### src/rtl/nrzi_unstuff_rx.sv
// USB receive front end: NRZI decode, SYNC lock, bit unstuffing and EOP framing.
// Define NRZI_RX_STRICT_SYNC_EN to accept only a full-length SYNC.
module nrzi_unstuff_rx #(
   parameter int SYNC_LEN  = 8,
   parameter int STUFF_RUN = 6,
   parameter int CNT_W     = 10
) (
   input  logic             clk,
   input  logic             rst_L,
   input  logic             inb,
   input  logic             se0,
   input  logic             en,
   output logic             outb,
   output logic             out_valid,
   output logic             pkt_start,
   output logic             pkt_end,
   output logic             stuff_err,
   output logic [CNT_W-1:0] bit_cnt
);

   localparam int ZW = $clog2(SYNC_LEN) + 1;
   localparam int OW = $clog2(STUFF_RUN + 1);
   localparam logic [ZW-1:0] Z_LAST = ZW'(SYNC_LEN - 1);
   localparam logic [ZW-1:0] Z_MAX  = '1;

   typedef enum logic [2:0] {
      S_IDLE = 3'd0,
      S_SYNC = 3'd1,
      S_DATA = 3'd2,
      S_ERR  = 3'd3,
      S_EOP  = 3'd4
   } state_t;

   state_t           state, state_nxt;
   logic             prev;
   logic [ZW-1:0]    zcnt, zcnt_nxt;
   logic [OW-1:0]    ones, ones_nxt;
   logic             d;
   logic             sync_ok;
   logic             stuff_full;
   logic [CNT_W-1:0] bit_cnt_inc;

   logic             outb_nxt, out_valid_nxt, pkt_start_nxt, pkt_end_nxt, stuff_err_nxt;
   logic [CNT_W-1:0] bit_cnt_nxt;

   // No line transition decodes as a 1.
   assign d          = (inb == prev);
   assign stuff_full = (ones == OW'(STUFF_RUN));
   assign bit_cnt_inc = (bit_cnt == '1) ? bit_cnt : bit_cnt + 1'b1;

`ifdef NRZI_RX_STRICT_SYNC_EN
   assign sync_ok = (zcnt == Z_LAST);
`else
   // Hubs may eat up to four leading SYNC bits.
   localparam logic [ZW-1:0] Z_FIRST = ZW'(SYNC_LEN - 5);
   assign sync_ok = (zcnt >= Z_FIRST) && (zcnt <= Z_LAST);
`endif

   always_ff @(posedge clk or negedge rst_L) begin
      if (!rst_L) begin
         state     <= S_IDLE;
         prev      <= 1'b1;
         zcnt      <= '0;
         ones      <= '0;
         outb      <= 1'b0;
         out_valid <= 1'b0;
         pkt_start <= 1'b0;
         pkt_end   <= 1'b0;
         stuff_err <= 1'b0;
         bit_cnt   <= '0;
      end else begin
         state     <= state_nxt;
         prev      <= se0 ? 1'b1 : inb;
         zcnt      <= zcnt_nxt;
         ones      <= ones_nxt;
         outb      <= outb_nxt;
         out_valid <= out_valid_nxt;
         pkt_start <= pkt_start_nxt;
         pkt_end   <= pkt_end_nxt;
         stuff_err <= stuff_err_nxt;
         bit_cnt   <= bit_cnt_nxt;
      end
   end

   always_comb begin
      state_nxt = state;
      zcnt_nxt  = zcnt;
      ones_nxt  = ones;
      if (!en) begin
         state_nxt = S_IDLE;
         zcnt_nxt  = '0;
         ones_nxt  = '0;
      end else begin
         case (state)
            S_IDLE: begin
               if (!se0 && !d) begin
                  state_nxt = S_SYNC;
                  zcnt_nxt  = ZW'(1);
               end
            end
            S_SYNC: begin
               if (se0) begin
                  state_nxt = S_IDLE;
                  zcnt_nxt  = '0;
               end else if (!d) begin
                  zcnt_nxt = (zcnt == Z_MAX) ? zcnt : zcnt + 1'b1;
               end else begin
                  state_nxt = sync_ok ? S_DATA : S_IDLE;
                  zcnt_nxt  = '0;
                  ones_nxt  = '0;
               end
            end
            S_DATA: begin
               if (se0) begin
                  state_nxt = S_EOP;
                  ones_nxt  = '0;
               end else if (stuff_full) begin
                  ones_nxt = '0;
                  if (d) state_nxt = S_ERR;
               end else begin
                  ones_nxt = d ? ones + 1'b1 : '0;
               end
            end
            S_ERR: begin
               if (se0) state_nxt = S_EOP;
            end
            S_EOP: begin
               if (!se0) state_nxt = S_IDLE;
            end
            default: state_nxt = S_IDLE;
         endcase
      end
   end

   always_comb begin
      outb_nxt      = 1'b0;
      out_valid_nxt = 1'b0;
      pkt_start_nxt = 1'b0;
      pkt_end_nxt   = 1'b0;
      stuff_err_nxt = 1'b0;
      bit_cnt_nxt   = bit_cnt;
      if (en) begin
         case (state)
            S_SYNC: begin
               if (!se0 && d && sync_ok) begin
                  pkt_start_nxt = 1'b1;
                  bit_cnt_nxt   = '0;
               end
            end
            S_DATA: begin
               if (se0) begin
                  pkt_end_nxt = 1'b1;
               end else if (stuff_full) begin
                  stuff_err_nxt = d;
               end else begin
                  outb_nxt      = d;
                  out_valid_nxt = 1'b1;
                  bit_cnt_nxt   = bit_cnt_inc;
               end
            end
            default: ;
         endcase
      end
   end

endmodule
### config.mk
export PLATFORM = sky130hd
export DESIGN_NAME = nrzi_unstuff_rx
export DESIGN_NICKNAME = d
export VERILOG_FILES = /design/src/rtl/nrzi_unstuff_rx.sv
export SDC_FILE = /design/constraint.sdc
export NUM_CORES = 1
export LEC_CHECK = 0
export BUFFER_PORTS_ARGS = -buffer_cell sky130_fd_sc_hd__buf_4
export CAP_MARGIN = 20
export CELL_PAD_IN_SITES_DETAIL_PLACEMENT = 0
export CELL_PAD_IN_SITES_GLOBAL_PLACEMENT = 1
export CORE_MARGIN = 1
export CORE_UTILIZATION = 39
export DETAILED_ROUTE_END_ITERATION = 7
export GPL_ROUTABILITY_DRIVEN = 0
export PLACE_DENSITY_LB_ADDON = 0.3
export RECOVER_POWER = 100
export SETUP_SLACK_MARGIN = 0.05
export SYNTH_ARGS = -nofsm -noshare
export SYNTH_HDL_FRONTEND = slang
export SYNTH_SLANG_ARGS = --single-unit
### constraint.sdc
create_clock -name clk -period 1.8 [get_ports clk]
set_input_delay 0.18 -clock clk [delete_from_list [all_inputs] [get_ports clk]]
set_output_delay 0.18 -clock clk [all_outputs]
set_load 0.02 [all_outputs]
==> run metrics <==
IO Pins 20; WP data arrival 1.89 ns; Nets 188; DP Worst Slack 0.04012 ns; diode count 0; Core ar. 3442 sq um; height of the die 63.03 um; CTS tree yes; CP Max Fanout 6; fin cells 224; Vias 1,281; first-pass GRT wire length 5.437 mm; Leak 0.7145 nW; Async SR Flop Fraction 100.0%; first-pass iteration count of the detailed router 4; Port Buf Inserts 19; relative slew slack 55.74%; CTS buffer count 3; CTS clk-pin slew, worst paths 0.09 ns; WHS 0.1402 ns; Tightest Pin Transition 0.6639 ns; f_max 582.0 MHz; placed cell areas 1705 sq um; area grow syn2layout 19.81%; final instance area 1740 sq um; H-tree Lvls 1; Initial Utilization 42.20%; top_reg_cell synth dfrtp_1; PD cells 586.1 nW/um^2; Tcrit/Tclk final 95.46%; Num Clock Sinks 26; Crit path required time 1.97 ns; CP endpoint kind flip-flop; Netlist cell types 55; die area 3973 sq um; clock root cell clkbuf_8; Multi-input gate area 778.2 sq um; grt ovf 0; final setup TNS 0 ns; total chip power 1.020 mW; Max Cap Viol 0; crit path kind flip-flop to flip-flop; chip width 63.03 um; via density per instance 5.719; Fillers 344; Mapped Avg Cell Area 9.950 sq um; Worst setup SP type flip-flop; DRC 0; global-route usage over all layers 16.93%; DRT iter0 DRCs 90; register area share after synthesis 44.88%; Worst R2R Path Depth 5; Slew Limit Fails 0; yosys warns 0; Syn Inst Count 146; worst min path class input pin to flip-flop; Post-Route Utilization 50.56%; mean routed wirelength per cell 13.92 um; status completed; vias in the first global route 1,230; Clock Skew 0.009309 ns; initial antenna violation count 0; register bit total from synthesis 26; Reg area 656.9 sq um; FP Rows 21; worst setup margin 0.08169 ns; Max clock buf depth 2; clk_lat worst skew 0.27 ns; final hold violation count 0; number of flops mapped to enable cells by yosys 0; Hold Path Depth 2; Cell Area, Synth 1453 sq um; Post-DP HPWL 2.300 mm; final setup fails 0; DP Cell Count 217; layout cells sized above 1 23.60%; Total Wirelength 3.118 mm; min Tclk post-route 1.718 ns; VDD IR max 0.6138 mV; Mapped Nets 155; largest net degree at the start of global routing 27; RSZ-0062 raised after global routing yes; post-route ant nets 0
-- final timing paths --
path | from | slack [ns] | to
min in group asynchronous | rst_L | 0.46 | zcnt[2]$_DFFE_PN0P_
setup / recovery | zcnt[1]$_DFFE_PN0P_ | 0.08 | bit_cnt[3]$_DFFE_PN0P_
hold / removal | inb | 0.14 | prev$_DFF_PN1_
max in group asynchronous | rst_L | 0.86 | state[0]$_DFFE_PN0P_
setup reg to reg | zcnt[1]$_DFFE_PN0P_ | 0.08 | bit_cnt[3]$_DFFE_PN0P_
hold reg to reg | ones[2]$_DFFE_PN0P_ | 0.55 | ones[2]$_DFFE_PN0P_
-- synthesized netlist by cell type (4+ instances only) --
master / count / share of area, %
dfrtp_1: 25 / 43
nand2_1: 16 / 4.1
a31oi_1: 8 / 3.4
nor2_1: 7 / 1.8
nor3_1: 7 / 2.4
a21oi_1: 6 / 2.1
inv_1: 6 / 1.6
nand3_1: 5 / 1.7
a221o_1: 4 / 2.8
ha_1: 4 / 3.4
nand4_1: 4 / 1.7
o21ai_0: 4 / 1.4
-- area by class of cell --
cell class,count,share of cell area [%]
tap,46,3.307
inverter,7,1.510
clock buffer,4,2.588
timing repair buffer,31,10.14
multi-input combinational,110,44.72
sequential,26,37.74
-- cells in the final DEF (no fill, tap or decap), types with 2 or more instances in the layout --
cell,n
dfrtp_2,4
nor2b_1,2
clkbuf_8,3
nand2_1,16
buf_4,14
ha_2,2
clkbuf_1,16
a21oi_1,6
a21boi_0,2
nor2_1,7
inv_1,7
a221o_1,4
or3_1,2
and3_1,2
ha_1,2
nand3_1,5
o21ai_0,4
nand4_1,4
a31oi_1,8
dfrtp_1,21
nor3_1,7
nand3_2,2
nor3b_1,2
-- logic make-up after synthesis --
logic type | after synthesis | share of synthesized area, %
simple gates | 65 | 26.53
compound gates | 38 | 19.38
flops | 26 | 44.88
buf+inv | 10 | 3.186
fa+ha+maj | 4 | 3.445
mux | 2 | 1.464
xor+xnor | 1 | 1.120
-- power breakdown --
group          internal [mW]  total, mW  switching, mW
registers              0.590      0.595        0.00516
logic                 0.0348     0.0830         0.0482
clock network          0.159      0.342          0.184
-- timing repair --
action                     CTS  global route
setup buffers                0             2
setup endpoints to repair    3            13
pin swaps                    4             3
hold buffers                 1             0
gates resized for setup      0             6
hold endpoints to repair    25             0
-- critical path, stage by stage (launching register included) --
cell and delay, ns:
dfrtp_1 0.38, ha_2 0.20, o21ba_4 0.15, nand4_1 0.12, a221o_2 0.42, a221o_1 0.35
-- registers in the layout, indices dropped and copies added (netlist names) --
signal / count
bit_cnt: 10
ones: 3
out_valid: 1
outb: 1
pkt_end: 1
pkt_start: 1
prev: 1
state: 3
stuff_err: 1
zcnt: 4
-- per-layer routing --
metal | up-vias | routed length [um] | GRT usage [%] | part of all wire, %
li1 | 611 | - | - | -
met2 | 27 | 1522 | 27.28 | 49
met1 | 641 | 1464 | 22.70 | 47
met5 | - | 0 | 0 | 0
met4 | 0 | 13 | 4.360 | 0.42
met3 | 2 | 118 | 3.832 | 3.8
No activity file was read; power rests on OpenSTA's default activity.
